### src/rtl/sincronizador_vga_pkg.sv
// Shared VGA 640x480@60 timing constants. Used by the sync generator and
// by the text generator so both agree on the raster geometry.
package sincronizador_vga_pkg;

   localparam int DIV_PIX_DEF = 4;    // 100 MHz clk -> 25 MHz pixel rate

   localparam int H_DISP_DEF  = 640;
   localparam int H_FP_DEF    = 16;
   localparam int H_SYNC_DEF  = 96;
   localparam int H_BP_DEF    = 48;

   localparam int V_DISP_DEF  = 480;
   localparam int V_FP_DEF    = 10;
   localparam int V_SYNC_DEF  = 2;
   localparam int V_BP_DEF    = 33;

   // Derived raster constants for the default timing
   localparam int H_TOTAL      = H_DISP_DEF + H_FP_DEF + H_SYNC_DEF + H_BP_DEF;  // 800
   localparam int V_TOTAL      = V_DISP_DEF + V_FP_DEF + V_SYNC_DEF + V_BP_DEF;  // 525
   localparam int H_SYNC_START = H_DISP_DEF + H_FP_DEF;                          // 656
   localparam int H_SYNC_END   = H_SYNC_START + H_SYNC_DEF - 1;                  // 751
   localparam int V_SYNC_START = V_DISP_DEF + V_FP_DEF;                          // 490
   localparam int V_SYNC_END   = V_SYNC_START + V_SYNC_DEF - 1;                  // 491

   // True when val lies in the inclusive window [lo, hi]; full 10-bit compare
   function automatic logic in_window(input logic [9:0] val,
                                      input logic [9:0] lo,
                                      input logic [9:0] hi);
      return (val >= lo) && (val <= hi);
   endfunction

endpackage

### src/rtl/sincronizador_vga_divisor.sv
// Pixel-rate divider: free-running 0..DIV_PIX-1 counter, p_tick high while
// the counter sits at its last value.
module divisor_pixel #(
   parameter int DIV_PIX = 4
) (
   input  logic clk,
   input  logic reset,
   output logic p_tick
);

   localparam int W = (DIV_PIX > 1) ? $clog2(DIV_PIX) : 1;
   localparam logic [W-1:0] LAST = W'(DIV_PIX - 1);

   logic [W-1:0] cnt;

   // Divider counter; reset restarts the phase so the first tick lands
   // DIV_PIX-1 cycles after release
   always_ff @(posedge clk) begin
      if (reset)              cnt <= '0;
      else if (cnt == LAST)   cnt <= '0;
      else                    cnt <= cnt + 1'b1;
   end

   assign p_tick = (cnt == LAST);

endmodule

### src/rtl/sincronizador_vga.sv
// VGA sync generator: pixel divider, h/v raster counters and registered
// sync/blank decode that is cycle-aligned with pixel_x/pixel_y.
module sincronizador_vga
   import sincronizador_vga_pkg::*;
#(
   parameter int DIV_PIX = DIV_PIX_DEF,
   parameter int H_DISP  = H_DISP_DEF,
   parameter int H_FP    = H_FP_DEF,
   parameter int H_SYNC  = H_SYNC_DEF,
   parameter int H_BP    = H_BP_DEF,
   parameter int V_DISP  = V_DISP_DEF,
   parameter int V_FP    = V_FP_DEF,
   parameter int V_SYNC  = V_SYNC_DEF,
   parameter int V_BP    = V_BP_DEF
) (
   input  logic       clk,
   input  logic       reset,
   output logic       hsync,
   output logic       vsync,
   output logic       video_on,
   output logic       p_tick,
   output logic [9:0] pixel_x,
   output logic [9:0] pixel_y,
   output logic       frame_start
);

   // Decode boundaries come from this instance's parameters so a reduced
   // raster works with the same logic
   localparam logic [9:0] H_LAST   = 10'(H_DISP + H_FP + H_SYNC + H_BP - 1);
   localparam logic [9:0] V_LAST   = 10'(V_DISP + V_FP + V_SYNC + V_BP - 1);
   localparam logic [9:0] H_VIS    = 10'(H_DISP);
   localparam logic [9:0] V_VIS    = 10'(V_DISP);
   localparam logic [9:0] HS_START = 10'(H_DISP + H_FP);
   localparam logic [9:0] HS_END   = 10'(H_DISP + H_FP + H_SYNC - 1);
   localparam logic [9:0] VS_START = 10'(V_DISP + V_FP);
   localparam logic [9:0] VS_END   = 10'(V_DISP + V_FP + V_SYNC - 1);

   logic [9:0] h_q, v_q, h_next, v_next;
   logic       h_end, v_end;

   divisor_pixel #(.DIV_PIX(DIV_PIX)) u_div (
      .clk    (clk),
      .reset  (reset),
      .p_tick (p_tick)
   );

   assign h_end = (h_q == H_LAST);
   assign v_end = (v_q == V_LAST);

   // Next raster position: h steps on p_tick, v steps only on h wrap
   always_comb begin
      h_next = h_q;
      v_next = v_q;
      if (p_tick) begin
         if (h_end) begin
            h_next = '0;
            v_next = v_end ? '0 : v_q + 10'd1;
         end else begin
            h_next = h_q + 10'd1;
         end
      end
   end

   // Counters plus sync/blank registered from the decode of the values being
   // loaded, so outputs carry no skew relative to pixel_x/pixel_y
   always_ff @(posedge clk) begin
      if (reset) begin
         h_q         <= '0;
         v_q         <= '0;
         hsync       <= 1'b1;
         vsync       <= 1'b1;
         video_on    <= 1'b0;
         frame_start <= 1'b0;
      end else begin
         h_q         <= h_next;
         v_q         <= v_next;
         hsync       <= ~in_window(h_next, HS_START, HS_END);
         vsync       <= ~in_window(v_next, VS_START, VS_END);
         video_on    <= (h_next < H_VIS) && (v_next < V_VIS);
         frame_start <= p_tick & h_end & v_end;
      end
   end

   assign pixel_x = h_q;
   assign pixel_y = v_q;

endmodule

### config.mk
export PLATFORM = sky130hd
export DESIGN_NAME = sincronizador_vga
export DESIGN_NICKNAME = d
export VERILOG_FILES = /design/src/rtl/sincronizador_vga_pkg.sv /design/src/rtl/sincronizador_vga_divisor.sv /design/src/rtl/sincronizador_vga.sv
export SDC_FILE = /design/constraint.sdc
export NUM_CORES = 1
export LEC_CHECK = 0
export ABC_AREA = 0
export CAP_MARGIN = 10
export CORE_ASPECT_RATIO = 2
export CORE_MARGIN = 5
export CORE_UTILIZATION = 50
export CTS_CLUSTER_DIAMETER = 80
export DETAILED_ROUTE_END_ITERATION = 16
export PLACE_DENSITY = 0.77
export SYNTH_ARGS = -nofsm -noshare
export SYNTH_HDL_FRONTEND = slang
export SYNTH_SLANG_ARGS = --single-unit
### constraint.sdc
create_clock -name clk -period 2.8 [get_ports clk]
set_input_delay 0.42 -clock clk [delete_from_list [all_inputs] [get_ports clk]]
set_output_delay 0.42 -clock clk [all_outputs]
set_load 0.05 [all_outputs]
Word-level counts from Yosys, hierarchy flattened:

Cells that the tools add are included.

* input port bits: 2
* output and inout port bits: 25
* flip-flop bits (word level): 26

* magnitude comparators: 6
* reduce and logical (&&, ||, !) cells: 4
* equal/unequal tests: 3
* bitwise gates (word level): 4
* add/subtract/negate cells: 3
* muxes and demuxes: 5

Operators by type and width (number)
* 2-to-1 mux 10 bit: 5
* adder 10 x 1 -> 10 bit (second input constant): 2
* equality test 10 bit (second input constant): 2
* >= comparator 10 bit (second input constant): 1
* >= comparator 10 x 9 -> 1 bit (second input constant): 1
* less-or-equal comparator 10 bit (second input constant): 1
* less-or-equal comparator 10 x 9 -> 1 bit (second input constant): 1
* less-than comparator 10 bit (second input constant): 1
* less-than comparator 10 x 9 -> 1 bit (second input constant): 1
* logical AND 1 bit: 3
* adder 2 x 1 -> 2 bit (second input constant): 1
* AND 1 bit: 2
* equality test 2 bit (second input constant): 1
* NOT 1 bit: 2
* OR reduction 2 bit: 1

Logic depth before layout (Yosys ltp):

Gate-level depths: netlist (run 1).

* word-level depth: 7
* gate-level depth with buffers: 7
* depth with buffers taken out: 7

By module:

Synthesis (run 1) repeated with hierarchy kept, for this count alone.

* cell total of the unflattened synthesis: 161
* area total of the unflattened synthesis: 1362.6 µm²

By module, submodules not included
* sincronizador_vga: area each 1287.5 µm², instances 1, seq. area each 480.5 µm², cells an instance 156
* divisor_pixel: area each 75.1 µm², instances 1, seq. area each 40.0 µm², cells an instance 5

Least setup slack after synthesis (run 1):

Ideal clock, no wire load.

* kind: reg2reg
* from: reg h_q[0] (netlist: pixel_x[0])
* to: reg v_q[7] (netlist: pixel_y[7])
* data arrival time: 2.149 ns
* setup time: 0.128 ns
* period minus slack after synthesis: 2.277 ns
* path slack: 0.523 ns
* stages on the path, launching flop included: 8
* path buffers: 1
* required time: 2.672 ns
* path through: dfxtp_1 -> ha_1 -> nand4b_1 -> or3_1 -> buf_4 -> nor4_4 -> xnor2_1 -> nor2_1

* cells in the longest elaborated chain, start to end: 3

Ends and longest elaborated chain
* start, declared: line sincronizador_vga.sv:38 `logic [9:0] h_q, v_q, h_next, v_next;`
* start signal, assigned: line sincronizador_vga.sv:75 `h_q <= h_next;`
* equality test 10 bit: line sincronizador_vga.sv:47 `assign h_end = (h_q == H_LAST);`
* 2-to-1 mux 10 bit: line sincronizador_vga.sv:55 `if (h_end) begin`
* 2-to-1 mux 10 bit: line sincronizador_vga.sv:54 `if (p_tick) begin`
* end signal, assigned: line sincronizador_vga.sv:76 `v_q <= v_next;`
* end, declared: line sincronizador_vga.sv:38

No other way between the ends.
A chain may end at the register's enable or synchronous reset.

Worst setup path in the final report (run 1):

* from: reg h_q[0] (netlist: pixel_x[0])
* to: reg vsync

* cells in the longest elaborated chain, start to end: 6

Ends and longest elaborated chain
* equality test 10 bit (*): line sincronizador_vga.sv:47
* 2-to-1 mux 10 bit (*): line sincronizador_vga.sv:55
* 2-to-1 mux 10 bit (*): line sincronizador_vga.sv:54
* >= comparator 10 x 9 -> 1 bit / less-or-equal comparator 10 x 9 -> 1 bit (equally long branches): line sincronizador_vga_pkg.sv:29 `return (val >= lo) && (val <= hi);`
* logical AND 1 bit (*): line sincronizador_vga_pkg.sv:29
* NOT 1 bit (*): line sincronizador_vga.sv:78 `vsync <= ~in_window(v_next, VS_START, VS_END);`
* end signal, assigned: line sincronizador_vga.sv:78
* end, declared: line sincronizador_vga.sv:19 `output logic vsync,`

Mark *: on every way between the ends. The rest lies on a longest branch, timed or not.

==> flow_metrics.tcl, run 1 <==
set metrics [dict create \
    final_max_slew_viol_count 0 \
    antenna_found_initial 0 \
    overflow 0 \
    cp-start-kind "flop" \
    gp_congestion 0.883 \
    synthFlopType "dfxtp_1" \
    dieArea_sq_um 4150 \
    first_global_vias 1350 \
    syn_area_per_cell_sq_um 8.45 \
    post-route-period-util_pct 85.4 \
    initial_utilization_pct 52.5 \
    clock_tree.buffer_depth 2 \
    synth_cell_types 42 \
    worst-setup-path-type "flop to flop" \
    ys_warn_count 0 \
    fin_skew_ps 9.94 \
    max-vdd-ir-drop_v 0.000281 \
    fillers 260 \
    hold_violations 0 \
    synthCells 172 \
    wire_per_inst_microns 16.0 \
    drv_cap 0 \
    drive_gt1_share_pct 5.76 \
    drtIter0Drc 42 \
    final_cells 220 \
    worst_hold_slack_ps 435 \
    cts_resized 0 \
    grt_max_degree 19 \
    area_growth_pct 20.5 \
    whs_path_depth 1 \
    grt_first_pass_wirelength_microns 6020 \
    relSlewSlack_pct 51.0 \
    dp_hpwl_microns 2720 \
    rr_startpoint "pixel_x[0]$_SDFF_PP0_" \
    dpl_worst_slack_ps 449 \
    grt.total_usage_pct 19.4 \
    ctsHoldBuffers 0 \
    tns_ps 0 \
    rsz0062_at_grt "no" \
    postRouteAntennaNets 0 \
    worstRegToRegCells 6 \
    postCtsSetupRepairBufs 0 \
    cts_sinks 26 \
    avgViaCountPerCell 6.02 \
    synth_nets 178 \
    clk_latency_ps 270 \
    synth_edf_count 0 \
    utilization_pct 63.2 \
    cts.clk_slew.worst_paths_ps 80 \
    rows 27 \
    power.leakage_nw 0.571 \
    cts_max_level 1 \
    cp-startpoint "pixel_x[0]$_SDFF_PP0_" \
    io_pins 27 \
    wirelength_microns 3520 \
    drt_pass1_iterations 4 \
    r2r_end "vsync$_SDFF_PP1_" \
    cts_buffers 3 \
    critPathRequiredTime_ps 2930 \
    async_reset_ff_share_pct 0 \
    numPortBuffers 26 \
    synth-seq-cells 26 \
    synth-seq-area-share_pct 35.8 \
    nets 199 \
    max_slew.worst_pin.slew_ps 729 \
    cp-end-kind "flop" \
    r2r_setup_slack_ps 410 \
    crit_fanout 6 \
    status "complete, no violations" \
    die_x_microns 48.1 \
    drc 0 \
    fin_crit_ps 2390 \
    syn_area_sq_um 1450 \
    setup.worst_path.end "vsync$_SDFF_PP1_" \
    diodes 0 \
    p_per_area_nw_per_um2 355 \
    place_inst 217 \
    setup_ws_ps 409 \
    min_path_type "flop to flop" \
    num_vias 1324 \
    cp.arrival_ps 2520 \
    die_h_microns 86.3 \
    cts_tree "built" \
    setup_viol 0 \
    clockRootBuffer "clkbuf_8" \
    core_sq_um 2770 \
    max_freq_mhz 418 \
]
sequential cells by signal (all words and copies together) (netlist names):
signal       count
u_div.cnt        2
pixel_y         10
frame_start      1
hsync            1
pixel_x         10
vsync            1
video_on         1
critical path, stage by stage (launching register included):
cell and delay [ps]:
dfxtp_1 400, ha_1 260, nand4b_1 190, nor3_1 650
nand3b_1 200, a221oi_1 390, nand4_1 160
worst min path at each step:
stage | start | end | slack [ps]
finish | u_div.cnt[0]$_SDFF_PP0_ | u_div.cnt[0]$_SDFF_PP0_ | 430
global route | u_div.cnt[0]$_SDFF_PP0_ | u_div.cnt[0]$_SDFF_PP0_ | 470
CTS | u_div.cnt[0]$_SDFF_PP0_ | u_div.cnt[0]$_SDFF_PP0_ | 440
detailed placement | u_div.cnt[0]$_SDFF_PP0_ | u_div.cnt[0]$_SDFF_PP0_ | 430
global placement | u_div.cnt[0]$_SDFF_PP0_ | u_div.cnt[0]$_SDFF_PP0_ | 410
floorplan | u_div.cnt[0]$_SDFF_PP0_ | u_div.cnt[0]$_SDFF_PP0_ | 400
cell type report:
type                            count  area (sq um)  area share, %
Clock buffer                        3          41.3           2.36
Inverter                            4          15.0          0.857
Multi-Input combinational cell    130           863           49.3
Sequential cell                    26           520           29.7
Tap cell                           29          36.3           2.07
Timing Repair Buffer               28           275           15.7
metrics by stage:
stage | power [W] | instance area, sq um
2_1_floorplan | 0.000412 | 1450
3_3_place_gp | 0.000422 | 1710
3_5_place_dp | 0.000423 | 1710
4_1_cts | 0.000629 | 1750
5_1_grt | 0.000649 | 1750
6_report | 0.000622 | 1750
cells by family (layout without fill, tap and decap cells):
logic type / after synthesis / count (layout) / share of synthesized area [%]
adders and majority gates: 4 / 4 / 3.44
xor gates and xnor gates: 12 / 12 / 7.23
buffers and inverters: 16 / 35 / 4.82
DFF: 26 / 26 / 35.8
and+or+nand+nor: 82 / 82 / 33.4
AOI/OAI and AO/OA: 28 / 28 / 12.5
muxes: 4 / 4 / 2.84
synth_stat cells, types with 2 or more instances:
cell	instances	area share, %
ha_1	4	3.4
inv_1	4	1.0
nand2_1	16	4.1
xnor2_1	7	4.2
buf_2	5	1.7
nand4b_1	2	1.2
xor2_1	5	3.0
nor3_1	11	3.8
nor4_1	5	2.2
a31o_1	2	1.2
and2_1	2	0.86
a211oi_1	3	1.5
mux2i_1	3	2.1
nand2b_1	2	0.86
clkbuf_1	6	1.5
nand4_1	6	2.6
nor2_1	18	4.6
dfxtp_1	26	36
nor3b_1	3	1.5
nor4_4	2	2.9
nand3_1	5	1.7
o21ai_1	2	0.69
o21ai_0	4	1.4
a21oi_1	9	3.1
or3_1	3	1.3
layer usage:
layer	wire length [microns]	GRT usage, %	vias to the layer above
met5	0	0	-
met4	61	6.86	0
met3	109	2.49	5
met2	2020	35.5	36
met1	1320	21.0	625
li1	-	-	658
cells in the final DEF, fill, tap and decap left out, types with 2 or more instances in the layout:
master	count
clkdlybuf4s50_1	26
nand4_1	6
buf_4	2
nor2_1	18
nor3b_1	3
o21ai_0	4
inv_1	4
xnor2_1	7
ha_1	4
dfxtp_1	26
a211oi_1	3
mux2i_1	3
nor4_4	2
nand2b_1	2
o21ai_1	2
a21oi_1	9
and2_1	2
or3_1	3
nand3_1	5
xor2_1	5
nand4b_1	2
nor4_1	5
nor3_1	11
a31o_1	2
nand2_1	16
clkbuf_8	3
power breakdown:
part	total, W	switching, W	leakage (nW)	internal [W]
clock	0.000208	0.000111	0.0216	0.0000965
sequential	0.000378	0.00000309	0.210	0.000375
combinational	0.0000358	0.0000227	0.339	0.0000131
Power figures use the tool's default switching activity.
==> run 2: changes to the inputs <==
- CORE_MARGIN: 5 -> 2
- GPL_TIMING_DRIVEN: default -> 0
==> flow_metrics.tcl, run 2 (synthesized netlist as in run 1, its figures left out) <==
set metrics [dict create \
    hold_violations 0 \
    first_global_vias 1369 \
    rsz0062_at_grt "no" \
    cpPeakStageDelay_ps 400 \
    drt_pass1_iterations 5 \
    core_sq_um 2770 \
    cp_slowest_cell "dfxtp_1" \
    crit_fanout 10 \
    cp-end-kind "flop" \
    relSlewSlack_pct 64.9 \
    nets 208 \
    overflow 0 \
    status "complete, no violations" \
    cp.arrival_ps 2460 \
    diodes 0 \
    drc 0 \
    cts_tree "built" \
    clockRootBuffer "clkbuf_8" \
    postRouteAntennaNets 0 \
    fin_crit_ps 2320 \
    min_path_type "flop to flop" \
    final_max_slew_viol_count 0 \
    worst-setup-path-type "flop to flop" \
    initial_utilization_pct 52.5 \
    antenna_found_initial 0 \
    dp_hpwl_microns 2710 \
    final_cell_mix "dfxtp_1 (26), clkdlybuf4s50_1 (25), nor2_1 (18)" \
    grt_first_pass_wirelength_microns 6090 \
    cts.clk_slew.worst_paths_ps 90 \
    clock_tree.buffer_depth 2 \
    postCtsSetupRepairBufs 0 \
    ctsHoldBuffers 0 \
    wire_per_inst_microns 15.3 \
    tns_ps 0 \
    power.leakage_nw 0.596 \
    post-route-period-util_pct 82.9 \
    cts_resized 0 \
    path_cells "ha_1 > nand4b_1 > nor3_1 > buf_2 > nand3b_1 > a221oi_1 > nand4_1" \
    whs_path_depth 1 \
    drtIter0Drc 37 \
    cts_max_level 1 \
    area_growth_pct 22.5 \
    fin_skew_ps 4.35 \
    wirelength_microns 3510 \
    cts_buffers 3 \
    max_freq_mhz 431 \
    die_x_microns 42.1 \
    setup_viol 0 \
    dieArea_sq_um 3380 \
    numPortBuffers 25 \
    layout_commonest_cell "dfxtp_1" \
    io_pins 27 \
    cts_sinks 26 \
    num_vias 1402 \
    clk_latency_ps 270 \
    drive_gt1_share_pct 7.50 \
    avgViaCountPerCell 6.12 \
    grt_max_degree 14 \
    rows 27 \
    gp_congestion 0.823 \
    max_slew.worst_pin.slew_ps 521 \
    grt.total_usage_pct 22.5 \
    setup_ws_ps 478 \
    die_h_microns 80.3 \
    dpl_worst_slack_ps 559 \
    max-vdd-ir-drop_v 0.000328 \
    drv_cap 0 \
    p_per_area_nw_per_um2 349 \
    worstRegToRegCells 7 \
    cp-start-kind "flop" \
    critPathRequiredTime_ps 2940 \
]
## run 2: cell count changes in the layout (fill, tap and decap cells not counted), sizes merged
cell           delta
buf               +4
clkbuf            +6
clkdlybuf4s50     -1
## run 2: report_power, final
part           internal (W)  switching [W]  total (W)
Sequential         0.000375     0.00000306   0.000378
Combinational     0.0000120      0.0000239  0.0000360
Clock             0.0000963       0.000111   0.000207
Total              0.000483       0.000138   0.000621
## run 2: critical path, delay by kind of cell, from the launching register on
kind            cells  cell delay (ps)
compound gates      1              370
fa+ha+maj           1              260
buf+inv             1              300
flops               1              400
simple gates        4              850
## run 2: per-layer routing
layer | global-route usage, % | part of all wire [%]
met5 | 0 | 0
met4 | 7.50 | 1.8
met3 | 2.70 | 2.9
met2 | 43.6 | 57
met1 | 24.4 | 39
## run 2: per-stage QoR
stage / utilization [%] / area [sq um] / hold slack, ps / power, W / cells
2_1_floorplan: - / 1450 / 404 / 0.000412 / 172
3_3_place_gp: 62.8 / 1740 / 413 / 0.000422 / 226
3_5_place_dp: 62.8 / 1740 / 423 / 0.000423 / 226
4_1_cts: 64.3 / 1780 / 436 / 0.000626 / 229
5_1_grt: 64.3 / 1780 / 454 / 0.000643 / 229
6_report: 64.3 / 1780 / 437 / 0.000621 / 229
## run 2: cell type report
class / count / area, sq um
Clock buffer: 3 / 41.3
Tap cell: 29 / 36.3
Fill cell: 257 / 988
Sequential cell: 26 / 520
Timing Repair Buffer: 25 / 250
Multi-Input combinational cell: 130 / 863
Inverter: 4 / 15.0
Buffer: 12 / 55.1
## run 2: final timing paths
kind | to | slack, ps | startpoint
worst max-delay path | vsync$_SDFF_PP1_ | 480 | pixel_x[0]$_SDFF_PP0_
worst min-delay path | u_div.cnt[0]$_SDFF_PP0_ | 440 | u_div.cnt[0]$_SDFF_PP0_
worst max register to register | vsync$_SDFF_PP1_ | 480 | pixel_x[0]$_SDFF_PP0_
worst min register to register | u_div.cnt[0]$_SDFF_PP0_ | 440 | u_div.cnt[0]$_SDFF_PP0_
